==> src/rtl/axi_beat_master.sv <==
// axi_beat_master
// Single-beat AXI4-Lite style master sitting behind the cache data transfer
// stage. Each beat takes the stage's current address (and write word), runs
// one AXI read (AR then R) or write (AW+W then B) transaction, and returns a
// one-cycle done pulse so the stage can advance its counter, address and FIFO.
// A one-cycle GAP after each beat lets the stage settle before resampling.
//
// Ports:
//   clk, arst            clock, synchronous active-high reset
//   i_req_read/_write    level requests from the cache FSM (sampled in IDLE)
//   i_count_done         transfer stage reports all beats complete
//   i_addr, i_wdata      beat address / write word from the transfer stage
//   o_rdata              registered read word
//   o_axi_done           one-cycle pulse per completed beat
//   o_busy               high whenever not IDLE
//   o_error              sticky flag, any non-OKAY response
//   m_axi_*              AR, R, AW, W, B channels
module axi_beat_master #(
  parameter int AXI_DATA_WIDTH = 32,
  parameter int AXI_ADDR_WIDTH = 64,
  parameter int AXI_STRB_WIDTH = AXI_DATA_WIDTH / 8
) (
  input  logic                      clk,
  input  logic                      arst,
  input  logic                      i_req_read,
  input  logic                      i_req_write,
  input  logic                      i_count_done,
  input  logic [AXI_ADDR_WIDTH-1:0] i_addr,
  input  logic [AXI_DATA_WIDTH-1:0] i_wdata,
  output logic [AXI_DATA_WIDTH-1:0] o_rdata,
  output logic                      o_axi_done,
  output logic                      o_busy,
  output logic                      o_error,
  output logic [AXI_ADDR_WIDTH-1:0] m_axi_araddr,
  output logic                      m_axi_arvalid,
  input  logic                      m_axi_arready,
  input  logic [AXI_DATA_WIDTH-1:0] m_axi_rdata,
  input  logic [1:0]                m_axi_rresp,
  input  logic                      m_axi_rvalid,
  output logic                      m_axi_rready,
  output logic [AXI_ADDR_WIDTH-1:0] m_axi_awaddr,
  output logic                      m_axi_awvalid,
  input  logic                      m_axi_awready,
  output logic [AXI_DATA_WIDTH-1:0] m_axi_wdata,
  output logic [AXI_STRB_WIDTH-1:0] m_axi_wstrb,
  output logic                      m_axi_wvalid,
  input  logic                      m_axi_wready,
  input  logic [1:0]                m_axi_bresp,
  input  logic                      m_axi_bvalid,
  output logic                      m_axi_bready
);

  typedef enum logic [2:0] {
    ST_IDLE = 3'd0,
    ST_AR   = 3'd1,
    ST_R    = 3'd2,
    ST_AWW  = 3'd3,
    ST_B    = 3'd4,
    ST_GAP  = 3'd5
  } state_e;

  state_e                    state_q, state_d;
  logic [AXI_ADDR_WIDTH-1:0] addr_q, addr_d;
  logic [AXI_DATA_WIDTH-1:0] wdata_q, wdata_d;
  logic [AXI_DATA_WIDTH-1:0] rdata_q, rdata_d;
  logic                      awvalid_q, awvalid_d;
  logic                      wvalid_q, wvalid_d;
  logic                      done_q, done_d;
  logic                      error_q, error_d;

  always_comb begin
    state_d   = state_q;
    addr_d    = addr_q;
    wdata_d   = wdata_q;
    rdata_d   = rdata_q;
    awvalid_d = awvalid_q;
    wvalid_d  = wvalid_q;
    done_d    = 1'b0;
    error_d   = error_q;

    case (state_q)
      ST_IDLE: begin
        // Read has priority when both requests are up.
        if (!i_count_done && i_req_read) begin
          addr_d  = i_addr;
          state_d = ST_AR;
        end else if (!i_count_done && i_req_write) begin
          addr_d    = i_addr;
          wdata_d   = i_wdata;
          awvalid_d = 1'b1;
          wvalid_d  = 1'b1;
          state_d   = ST_AWW;
        end
      end
      ST_AR: begin
        if (m_axi_arready) state_d = ST_R;
      end
      ST_R: begin
        if (m_axi_rvalid) begin
          rdata_d = m_axi_rdata;
          done_d  = 1'b1;
          if (m_axi_rresp != 2'b00) error_d = 1'b1;
          state_d = ST_GAP;
        end
      end
      ST_AWW: begin
        // AW and W retire independently; each valid drops after its own
        // handshake and stays low for the rest of the beat.
        if (awvalid_q && m_axi_awready) awvalid_d = 1'b0;
        if (wvalid_q && m_axi_wready)   wvalid_d  = 1'b0;
        if (!awvalid_d && !wvalid_d)    state_d   = ST_B;
      end
      ST_B: begin
        if (m_axi_bvalid) begin
          done_d  = 1'b1;
          if (m_axi_bresp != 2'b00) error_d = 1'b1;
          state_d = ST_GAP;
        end
      end
      ST_GAP:  state_d = ST_IDLE;
      default: state_d = ST_IDLE;
    endcase
  end

  always_ff @(posedge clk) begin
    if (arst) begin
      state_q   <= ST_IDLE;
      addr_q    <= '0;
      wdata_q   <= '0;
      rdata_q   <= '0;
      awvalid_q <= 1'b0;
      wvalid_q  <= 1'b0;
      done_q    <= 1'b0;
      error_q   <= 1'b0;
    end else begin
      state_q   <= state_d;
      addr_q    <= addr_d;
      wdata_q   <= wdata_d;
      rdata_q   <= rdata_d;
      awvalid_q <= awvalid_d;
      wvalid_q  <= wvalid_d;
      done_q    <= done_d;
      error_q   <= error_d;
    end
  end

  // The done pulse is registered together with the read word, so the
  // transfer stage sees both in the GAP cycle and can push o_rdata into its
  // FIFO on the same pulse that advances its counter.
  assign o_rdata       = rdata_q;
  assign o_axi_done    = done_q;
  assign o_busy        = (state_q != ST_IDLE);
  assign o_error       = error_q;

  assign m_axi_araddr  = addr_q;
  assign m_axi_arvalid = (state_q == ST_AR);
  assign m_axi_rready  = (state_q == ST_R);
  assign m_axi_awaddr  = addr_q;
  assign m_axi_awvalid = awvalid_q;
  assign m_axi_wdata   = wdata_q;
  assign m_axi_wstrb   = '1;
  assign m_axi_wvalid  = wvalid_q;
  assign m_axi_bready  = (state_q == ST_B);

endmodule
==> config.mk <==
export PLATFORM = sky130hd
export DESIGN_NAME = axi_beat_master
export DESIGN_NICKNAME = d
export VERILOG_FILES = /design/src/rtl/axi_beat_master.sv
export SDC_FILE = /design/constraint.sdc
export NUM_CORES = 1
export LEC_CHECK = 0
export BUFFER_PORTS_ARGS = -buffer_cell sky130_fd_sc_hd__buf_2
export CORE_AREA = 2 2 135 137
export DETAILED_ROUTE_END_ITERATION = 10
export DIE_AREA = 0 0 137 139
export GPL_TIMING_DRIVEN = 0
export PLACE_DENSITY_LB_ADDON = 0.15
export SYNTH_ARGS = -nofsm -noshare
export SYNTH_HDL_FRONTEND = slang
export SYNTH_SLANG_ARGS = --single-unit
export TNS_END_PERCENT = 10
==> constraint.sdc <==
create_clock -name clk -period 2.46 [get_ports clk]
set_clock_uncertainty 0.1 [all_clocks]
set_input_delay 0.738 -clock clk [delete_from_list [all_inputs] [get_ports clk]]
set_output_delay 0.738 -clock clk [all_outputs]
set_load 0.005 [all_outputs]
# Word level (Yosys, flattened, before mapping)
# Cells that the tools add are included.
# op_classes
eq_ne	13
muxes	25
bitwise	1
reduce_logical	21
# op_table
op	n
64-bit two-way mux	2
3-bit two-way mux	6
3-bit one-hot mux with 5 select lines	1
1-bit two-way mux	12
2-bit != test, second input constant	5
5-bit AND reduction	2
2-bit nonzero test	5
1-bit one-hot mux with 2 select lines	4
3-bit by 2-bit == test with 1-bit output, second input constant	2
2-bit by 1-bit != test with 1-bit output, second input constant	3
3-bit AND reduction	2
1-bit logical AND	5
2-bit AND reduction	2
3-bit by 1-bit == test with 1-bit output, second input constant	1
3-bit == test, second input constant	1
1-bit logical NOT	3
3-bit logical NOT	1
3-bit != test, second input constant	1
3-bit nonzero test	1
1-bit inverter	1
# totals
ff_bits	135
inputBits	142

# Depth between registers and ports, before layout
# Gate-level depths: netlist of the first run.
# logic_depth
word_depth	7
ltp_mapped	8

# Worst setup path after synthesis of the first run
# OpenSTA, ideal clock, no wires.
# synth_path
path_kind	input to register
start	in m_axi_bvalid
end	reg state_q[1]
setup_time_ns	0.123
t_arrival_ns	1.736
t_required_ns	2.237
setup_slack_ns	0.501
stages	4
path_buffers	0
path_cell_list	or4b_1 > o31a_1 > nand3_1 > mux2_1
# synth_via
elab_chain_len	2
# synth_rtl
element	line	text
start, declared	49	input logic m_axi_bvalid,
2-bit != test (no line)	n/a	
5-bit AND reduction (no line)	n/a	
end signal, assigned	136	state_q <= state_d;
end, declared	62	state_e state_q, state_d;
# No other way between the ends.
# A chain may end at the register's enable or synchronous reset.

# Worst setup path in the final report of the first run
# layout_path
start	reg state_q[1]
end	out m_axi_bready
# layout_via
elab_chain_len	1
# layout_rtl
element	line	text
3-bit == test	163	assign m_axi_bready = (state_q == ST_B);
end, declared	50	output logic m_axi_bready
# No other way between the ends.

==> flow_summary_export.csv, run 1 <==
group,metric,value,unit
power_and_ir_drop,peakVddDrop,413.3,uV
critical_path,cpMostUsedCell,"buf_2",
routing,ant_nets,0,
synth,synth_xor_area_share,0,%
sta,slew_violations,0,
cts,cts_tree,"done",
cts,cts_root_buf,"clkbuf_16",
placement,place_congestion,0.7505,
sta,clock.fmax,0.4204,GHz
synth,ys_warn_count,0,
grt,gr-total-overflow,0,
routing,num_vias,5489,
floorplan,coreArea,17660,um2
synth,syn_area,5391,um2
cts,hold_buffers,0,
synth,synthDistinctLibCells,32,
synth,synth_seq_area_share,50.13,%
critical_path,worstPathArrival,1.54,ns
grt,grt_pass1_wl,26600,um
synth,synth_flop_cell,"dfxtp_1",
routing,wl_per_cell,13.82,um
power_and_ir_drop,cellLeakagePower,4.038,nW
critical_path,cp_slowest_cell,"or3b_4",
synth,synth_mux_area_share,0.3945,%
synth,yosys.area_share.simple,21.49,%
outcome,status,"finished, final reports clean",
synth,netlist_instances,679,
grt,grt_max_degree,17,
sta,setup_viol,0,
critical_path,slowest_delay,0.43,ns
layout,nNetsFinal,1184,
routing,drt_first_pass_iters,4,
floorplan,num_io_pins,346,
synth,synth_top_family_by_area,"simple AND/OR/NAND/NOR gates",
layout,utilization,45.50,%
synth,synth.avg_cell_area,7.940,um2
grt,grt_pass1_vias,5040,
flow_run,cap_violations,0,
cts,h-tree-depth,4,
routing,drt_first_iter_violations,184,
layout,diodes,0,
sta,hold_viol,0,
synth,synth_compound_area_share,13.18,%
sta,max_slew_margin,54.73,%
synth,synth-edff-count,0,
cts,cts_num_sinks,135,
sta,finalCritPeriodShare,96.70,%
critical_path,startpoint_type,"flip-flop",
critical_path,path_max_fanout,10,
hold_path,hold_path.class,"reg2reg",
synth,ys_async_sr_fraction,0,%
critical_path,cp_cell_sequence,"buf_2 > or3b_4 > inv_1 > buf_2",
cts,cts-buffers-inserted,17,
critical_path,worst_setup_path_end_kind,"primary output",
critical_path,critPathRequiredTime,1.62,ns
cts,clockBufferDepth,2,
power_and_ir_drop,powerDensity,836.9,nW/um2
cts,clock_latency,0.41,ns
grt,antenna_found_initial,0,
floorplan,die_h,139,um
floorplan,die_x,137,um
placement,io_buffers,341,
sta,rsz0062_at_grt,"true",
floorplan,initial_core_util,30.53,%
sta,fin_setup_tns,0,ns
floorplan,fp-row-count,49,
sta,post-route-min-period,2.379,ns
layout,area.growth.synth_to_final,49.01,%
routing,routed_wl,17750,um
placement,dp_hpwl,13780,um
critical_path,worstSetupPathType,"reg2out",
floorplan,die_area,19040,um2
cts,clkTransAtPathRegs,0.06,ns
synth,synth_fa_ha_area_share,0,%
routing,drc,0,
layout,layout-drive-gt1-share,44.36,%
grt,grt_use_total,18.00,%
synth,synth-seq-cells,135,
routing,vias_per_cell,4.275,
sta,worstMarginPinSlew,0.6790,ns
==> stage by stage <==
| stage | total power, mW | hold slack, ns | setup WS (ns) | cells | cell area [um2] |
|---|---|---|---|---|---|
| global route | 7.096 | 0.3650 | -0.002223 | 1284 | 8034 |
| CTS | 6.827 | 0.3513 | 0.0006581 | 1284 | 8030 |
| global placement | 4.065 | 0.3396 | -0.1221 | 1252 | 7396 |
| finish | 6.724 | 0.3483 | 0.08121 | 1284 | 8034 |
| detailed placement | 4.072 | 0.3430 | -0.1554 | 1252 | 7396 |
| floorplan | 3.412 | 0.3527 | 0.5009 | 682 | 5403 |
==> cell usage after synthesis, types with 3 or more instances <==
cell,instances,area share (%)
a21oi_1,131,12
buf_4,69,9.6
nand2b_1,3,0.35
inv_1,4,0.28
buf_2,8,0.74
nor2_1,5,0.35
buf_6,12,2.5
nand2_1,260,18
dfxtp_1,135,50
o21ai_0,4,0.37
clkbuf_1,22,1.5
==> per-layer routing <==
metal,global-route usage (%),wire length (um)
met1,20.43,7139
met2,30.61,8704
met3,8.004,1784
met4,4.558,123
met5,0,0
==> path summary, 6_finish.rpt <==
check	depth (start not counted)	to	slack (ns)	from
max reg2reg	7	m_axi_araddr[37]	0.53	state_q[1]
max	4	m_axi_bready	0.08	state_q[1]
min reg2reg	2	o_rdata[1]	0.35	o_rdata[1]
min	2	o_rdata[1]	0.35	o_rdata[1]
==> area by class of cell <==
class	count	area (um2)
timing repair buffer	341	1707
clock inverter	11	172.7
inverter	5	18.77
tap	229	286.5
fill	1892	9623
clock buffer	21	460.4
multi-input combinational	431	1908
buffer	111	775.7
sequential	135	2705
==> power by group <==
group | switching, mW | leakage, nW | internal, mW
Sequential | 0.154 | 1.10 | 2.40
Clock | 0.967 | 0.307 | 1.75
Combinational | 0.714 | 2.63 | 0.735
Total | 1.84 | 4.04 | 4.89
==> cell usage in the layout, fill, tap and decap left out, types with 2 or more instances in the layout <==
| cell type | synthesis | final |
|---|---|---|
| a31oi_1 | 2 | 2 |
| nor2_1 | 5 | 5 |
| o21ai_0 | 4 | 4 |
| nand2_1 | 260 | 260 |
| and2_1 | 2 | 2 |
| nand2b_1 | 3 | 3 |
| clkinv_2 | 0 | 2 |
| clkbuf_1 | 22 | 24 |
| clkinv_4 | 0 | 4 |
| buf_4 | 69 | 69 |
| clkbuf_8 | 0 | 2 |
| bufinv_16 | 0 | 4 |
| inv_1 | 4 | 4 |
| clkbuf_16 | 0 | 17 |
| dfxtp_1 | 135 | 133 |
| conb_1 | 1 | 4 |
| or3_1 | 2 | 2 |
| dfxtp_2 | 0 | 2 |
| buf_6 | 12 | 12 |
| nor3_4 | 2 | 2 |
| a21oi_1 | 131 | 131 |
| buf_2 | 8 | 349 |
==> kinds of logic after synthesis <==
kind of cell | Yosys count
AO/OA/AOI/OAI | 140
buffers and inverters | 116
flip-flops | 135
multiplexers | 2
other | 1
AND/OR/NAND/NOR | 285
==> flip-flops by register name, summed over array words and instances (netlist names) <==
signal / cells
m_axi_araddr: 64
m_axi_wdata: 32
o_rdata: 32
state_q: 3
m_axi_awvalid: 1
m_axi_wvalid: 1
o_axi_done: 1
o_error: 1
==> repair_timing <==
item                                    4_1_cts  5_1_grt
endpoints found under the setup margin        1        2
setup buffers                                 0        0
resized for setup                             1        2
==> critical path: cells and delay by family, from the launching register on <==
kind,cells,cell delay (ns)
simple gates,1,0.43
buf+inv,3,0.41
flops,1,0.29
Note: power is estimated with default switching activity, not from simulation.
==> run 2: changes to the inputs <==
--- a/config.mk
+++ b/config.mk
@@ -7,10 +7,12 @@
 export LEC_CHECK = 0
 export BUFFER_PORTS_ARGS = -buffer_cell sky130_fd_sc_hd__buf_2
 export CORE_AREA = 2 2 135 137
+export CTS_BUF_LIST = sky130_fd_sc_hd__clkbuf_8 sky130_fd_sc_hd__clkbuf_16
 export DETAILED_ROUTE_END_ITERATION = 10
 export DIE_AREA = 0 0 137 139
 export GPL_TIMING_DRIVEN = 0
 export PLACE_DENSITY_LB_ADDON = 0.15
+export SLEW_MARGIN = 20
 export SYNTH_ARGS = -nofsm -noshare
 export SYNTH_HDL_FRONTEND = slang
 export SYNTH_SLANG_ARGS = --single-unit
==> flow_summary_export.csv, run 2 (synthesis gave the netlist of run 1 again) <==
group,metric,value,unit
outcome,status,"finished, final reports clean",
sta,clock.fmax,0.4208,GHz
layout,area.growth.synth_to_final,49.01,%
critical_path,worstPathArrival,1.54,ns
routing,ant_nets,0,
floorplan,num_io_pins,346,
grt,grt_use_total,18.00,%
grt,antenna_found_initial,0,
hold_path,hold_path.class,"reg2reg",
placement,placed_area,7396,um2
cts,clock_latency,0.40,ns
routing,wl_met2,8726,um
placement,dp.cells,1252,
layout,nNetsFinal,1184,
cts,post-cts-setup-buffers,0,
routing,highest_layer,"met4",
routing,routed_wl,17780,um
placement,place_congestion,0.7505,
sta,fin_setup_tns,0,ns
grt,grt_pass1_vias,5040,
routing,drt_first_pass_iters,4,
floorplan,coreArea,17660,um2
power_and_ir_drop,cellLeakagePower,4.046,nW
critical_path,worstSetupPathType,"reg2out",
sta,hold_viol,0,
power_and_ir_drop,peakVddDrop,409.9,uV
critical_path,startpoint_type,"flip-flop",
cts,cts_tree,"done",
sta,max_slew_margin,54.23,%
cts,clockBufferDepth,2,
layout,diodes,0,
hold_path,hold_depth,2,
floorplan,die_x,137,um
hold_path,hold_start,"o_rdata[1]",
critical_path,r2r_end,"m_axi_araddr[37]",
grt,grt_pass1_wl,26600,um
sta,slew_violations,0,
flow_run,cap_violations,0,
floorplan,initial_core_util,30.53,%
critical_path,critPathRequiredTime,1.62,ns
sta,rsz0062_at_grt,"true",
critical_path,ff2ff_path_depth,7,
placement,io_buffers,341,
sta,setup_viol,0,
layout,utilization,45.50,%
routing,num_vias,5499,
cts,cts-buffers-inserted,17,
sta,post-route-min-period,2.376,ns
layout,layout_common_cells,"buf_2, nand2_1, dfxtp_1",
power_and_ir_drop,total_power,6.715,mW
placement,dp_hpwl,13780,um
layout,largest_reg_flops,64,
critical_path,path_max_fanout,10,
cts,h-tree-depth,4,
routing,drt_first_iter_violations,180,
cts,cts_root_buf,"clkbuf_16",
routing,vias_per_cell,4.283,
layout,stdcell_area,8034,um2
sta,finalCritPeriodShare,96.59,%
critical_path,worst_setup_path_end_kind,"primary output",
routing,met3_length,1773,um
floorplan,die_area,19040,um2
layout,layout-drive-gt1-share,44.36,%
grt,grt_max_degree,17,
layout,final_common_cell,"buf_2",
cts,clkTransAtPathRegs,0.06,ns
routing,drt-met1-wl,7171,um
routing,drc,0,
critical_path,r2r_start,"state_q[1]",
critical_path,ff2ff_setup_slack,0.53,ns
power_and_ir_drop,powerDensity,835.8,nW/um2
grt,gr-total-overflow,0,
sta,worstMarginPinSlew,0.6865,ns
floorplan,die_h,139,um
floorplan,fp-row-count,49,
routing,wl_per_cell,13.85,um
layout,fin_cells,1284,
cts,cts_num_sinks,135,
hold_path,min_to,"o_rdata[1]",
==> run 2: metal layers <==
| metal | GRT usage, % | up-vias |
|---|---|---|
| met4 | 4.558 | 0 |
| met2 | 30.61 | 206 |
| met5 | 0 | - |
| met1 | 20.43 | 2447 |
| met3 | 8.004 | 6 |
| li1 | - | 2840 |
==> run 2: where the power goes <==
group / internal [mW] / total (mW) / leakage [nW] / switching (mW)
Combinational: 0.735 / 1.45 / 2.63 / 0.714
Sequential: 2.40 / 2.55 / 1.10 / 0.154
Clock: 1.75 / 2.71 / 0.316 / 0.966
==> run 2: worst max path at each step <==
stage | startpoint | endpoint | cells after the start
3_3_place_gp | arst | o_rdata[26] | 5
4_1_cts | state_q[1] | m_axi_bready | 4
6_report | state_q[1] | m_axi_bready | 4
3_5_place_dp | arst | o_rdata[29] | 5
5_1_grt | state_q[1] | m_axi_bready | 4
2_1_floorplan | m_axi_bvalid | state_q[1] | 4
==> run 2: stage by stage <==
step	hold WS [ns]	setup slack, ns
final	0.3483	0.08384
after global routing	0.3650	-0.002223
after CTS	0.3513	0.0006581
after detailed placement	0.3430	-0.1554
after global placement	0.3396	-0.1221
after floorplan	0.3527	0.5009
==> run 2: what timing repair did <==
| action | CTS | global route |
|---|---|---|
| hold buffers | 0 | 0 |
| endpoints found under the setup margin | 1 | 2 |
| gates resized for setup | 1 | 2 |
==> run 2: area by class of cell <==
type / instances / area, um2
fillers: 1892 / 9623
inverters: 5 / 18.77
repair buffers: 341 / 1707
multi-input cells: 431 / 1908
flip-flops and latches: 135 / 2705
clock inverters: 13 / 180.2
plain buffers: 111 / 775.7
well taps: 229 / 286.5
clock buffers: 19 / 452.9
==> run 2: worst max-delay path, cell delays in order (launching register included) <==
cell and delay, ns:
dfxtp_1 0.29, buf_2 0.18, or3b_4 0.43, inv_1 0.09
buf_2 0.14
==> run 3: changes to the inputs <==
--- a/config.mk
+++ b/config.mk
@@ -5,7 +5,7 @@
 export SDC_FILE = /design/constraint.sdc
 export NUM_CORES = 1
 export LEC_CHECK = 0
-export BUFFER_PORTS_ARGS = -buffer_cell sky130_fd_sc_hd__buf_2
+export BUFFER_PORTS_ARGS = -buffer_cell sky130_fd_sc_hd__buf_4
 export CORE_AREA = 2 2 135 137
 export CTS_BUF_LIST = sky130_fd_sc_hd__clkbuf_8 sky130_fd_sc_hd__clkbuf_16
 export DETAILED_ROUTE_END_ITERATION = 10
==> flow_summary_export.csv, run 3 (synthesis gave the netlist of run 1 again) <==
group,metric,value,unit
critical_path,path_max_fanout,10,
sta,hold_viol,0,
critical_path,ff2ff_path_depth,7,
cts,clkTransAtPathRegs,0.06,ns
flow_run,cap_violations,0,
sta,clock.fmax,0.4252,GHz
layout,nNetsFinal,1184,
grt,gr-total-overflow,0,
floorplan,coreArea,17660,um2
hold_path,hold_path.class,"reg2reg",
cts,cts_tree,"done",
cts,cts-buffers-inserted,17,
floorplan,initial_core_util,30.53,%
floorplan,die_x,137,um
layout,multi_input_area,1908,um2
critical_path,startpoint_type,"flip-flop",
critical_path,cp_cell_sequence,"buf_2 > or3b_4 > inv_2 > buf_4",
cts,h-tree-depth,4,
critical_path,critical-path-top-delay-family,"simple AND/OR/NAND/NOR gates",
critical_path,crit_path_start,"state_q[1]",
power_and_ir_drop,cellLeakagePower,4.164,nW
grt,grt_pass1_vias,5105,
cts,cts_root_buf,"clkbuf_16",
routing,num_vias,5503,
layout,layout-drive-gt1-share,44.45,%
placement,io_buffers,341,
power_and_ir_drop,peakVddDrop,487.1,uV
grt,grt_use_total,18.54,%
critical_path,ff2ff_setup_slack,0.55,ns
hold_path,hold_start,"m_axi_wdata[21]",
critical_path,crit_cells,4,
critical_path,critPathRequiredTime,1.62,ns
cts,clockBufferDepth,2,
critical_path,r2r_start,"state_q[1]",
grt,grt_pass1_wl,27150,um
routing,drt_first_iter_violations,123,
placement,dp_hpwl,14250,um
sta,worstMarginPinSlew,0.6712,ns
sta,post-route-min-period,2.352,ns
sta,max_slew_margin,55.25,%
cts,clock_latency,0.41,ns
outcome,status,"finished, final reports clean",
sta,slew_violations,0,
sta,finalCritPeriodShare,95.61,%
layout,final.fill_count,1788,
floorplan,num_io_pins,346,
grt,grt_max_degree,17,
critical_path,worst_setup_path_end_kind,"primary output",
layout,final_common_cell,"buf_4",
routing,vias_per_cell,4.286,
floorplan,die_area,19040,um2
placement,pre_cts_ws,-0.1409,ns
sta,rsz0062_at_grt,"false",
placement,place_congestion,0.7509,
layout,layout_common_cells,"buf_4, nand2_1, dfxtp_1",
power_and_ir_drop,powerDensity,784.3,nW/um2
routing,wl_per_cell,14.28,um
layout,area.growth.synth_to_final,64.82,%
sta,setup_ws,0.1079,ns
critical_path,worstSetupPathType,"reg2out",
grt,antenna_found_initial,0,
floorplan,die_h,139,um
critical_path,cp_slowest_cell,"or3b_4",
routing,drt_first_pass_iters,4,
layout,seq_area,2705,um2
sta,setup_viol,0,
critical_path,worstPathArrival,1.51,ns
critical_path,r2r_end,"m_axi_araddr[17]",
critical_path,cp-endpoint,"m_axi_bready",
routing,ant_nets,0,
cts,cts_num_sinks,135,
floorplan,fp-row-count,49,
critical_path,slowest_delay,0.43,ns
critical_path,worst-path-buf-inv,3,
routing,drc,0,
layout,diodes,0,
routing,routed_wl,18330,um
layout,utilization,50.33,%
layout,largest_reg_flops,64,
## run 3: repair_timing
action / 4_1_cts / 5_1_grt
resized for setup: 2 / 2
setup endpoints to repair: 1 / 2
hold buffers: 0 / 0
setup buffers: 0 / 0
## run 3: worst min-delay path by stage
stage                           end  slack, ns  depth (start not counted)
global placement        o_rdata[29]       0.34                          2
global route        m_axi_wdata[14]       0.37                          2
finish              m_axi_wdata[21]       0.35                          2
CTS                 m_axi_wdata[27]       0.35                          2
detailed placement  m_axi_wdata[27]       0.35                          2
floorplan            m_axi_wdata[0]       0.35                          2
## run 3: layer usage
metal / global-route usage [%] / vias to the layer above / part of all wire [%]
met2: 31.71 / 236 / 49
li1: - / 2831 / -
met5: 0 / - / 0
met3: 8.297 / 20 / 11
met4: 5.589 / 0 / 1.5
met1: 20.49 / 2416 / 38
## run 3: per-stage QoR
step / instances / hold WS (ns) / area [um2] / TNS [ns] / total power [mW]
after floorplan: 682 / 0.3527 / 5403 / 0 / 3.412
after global routing: 1284 / 0.3748 / 8886 / 0 / 7.352
after global placement: 1252 / 0.3422 / 8249 / -4.934 / 4.316
after detailed placement: 1252 / 0.3469 / 8249 / -5.512 / 4.327
after CTS: 1284 / 0.3548 / 8885 / 0 / 7.079
final: 1284 / 0.3531 / 8886 / 0 / 6.969
## run 3: layout make-up
cell class                 count  share of cell area (%)
clock buffer                  19                   5.097
buffer                       111                   8.730
multi-input combinational    431                   21.47
tap                          229                   3.224
sequential                   135                   30.44
clock inverter                13                   2.014
inverter                       5                  0.2112
timing repair buffer         341                   28.81
## run 3: power by group
part,internal [mW],switching (mW)
Combinational,0.966,0.726
Sequential,2.40,0.164
Clock,1.74,0.969
## run 3: tightest hold or removal path, stage by stage, from the launching register on
cell and delay (ns):
dfxtp_1 0.31, nand2_1 0.05, a21oi_1 0.05
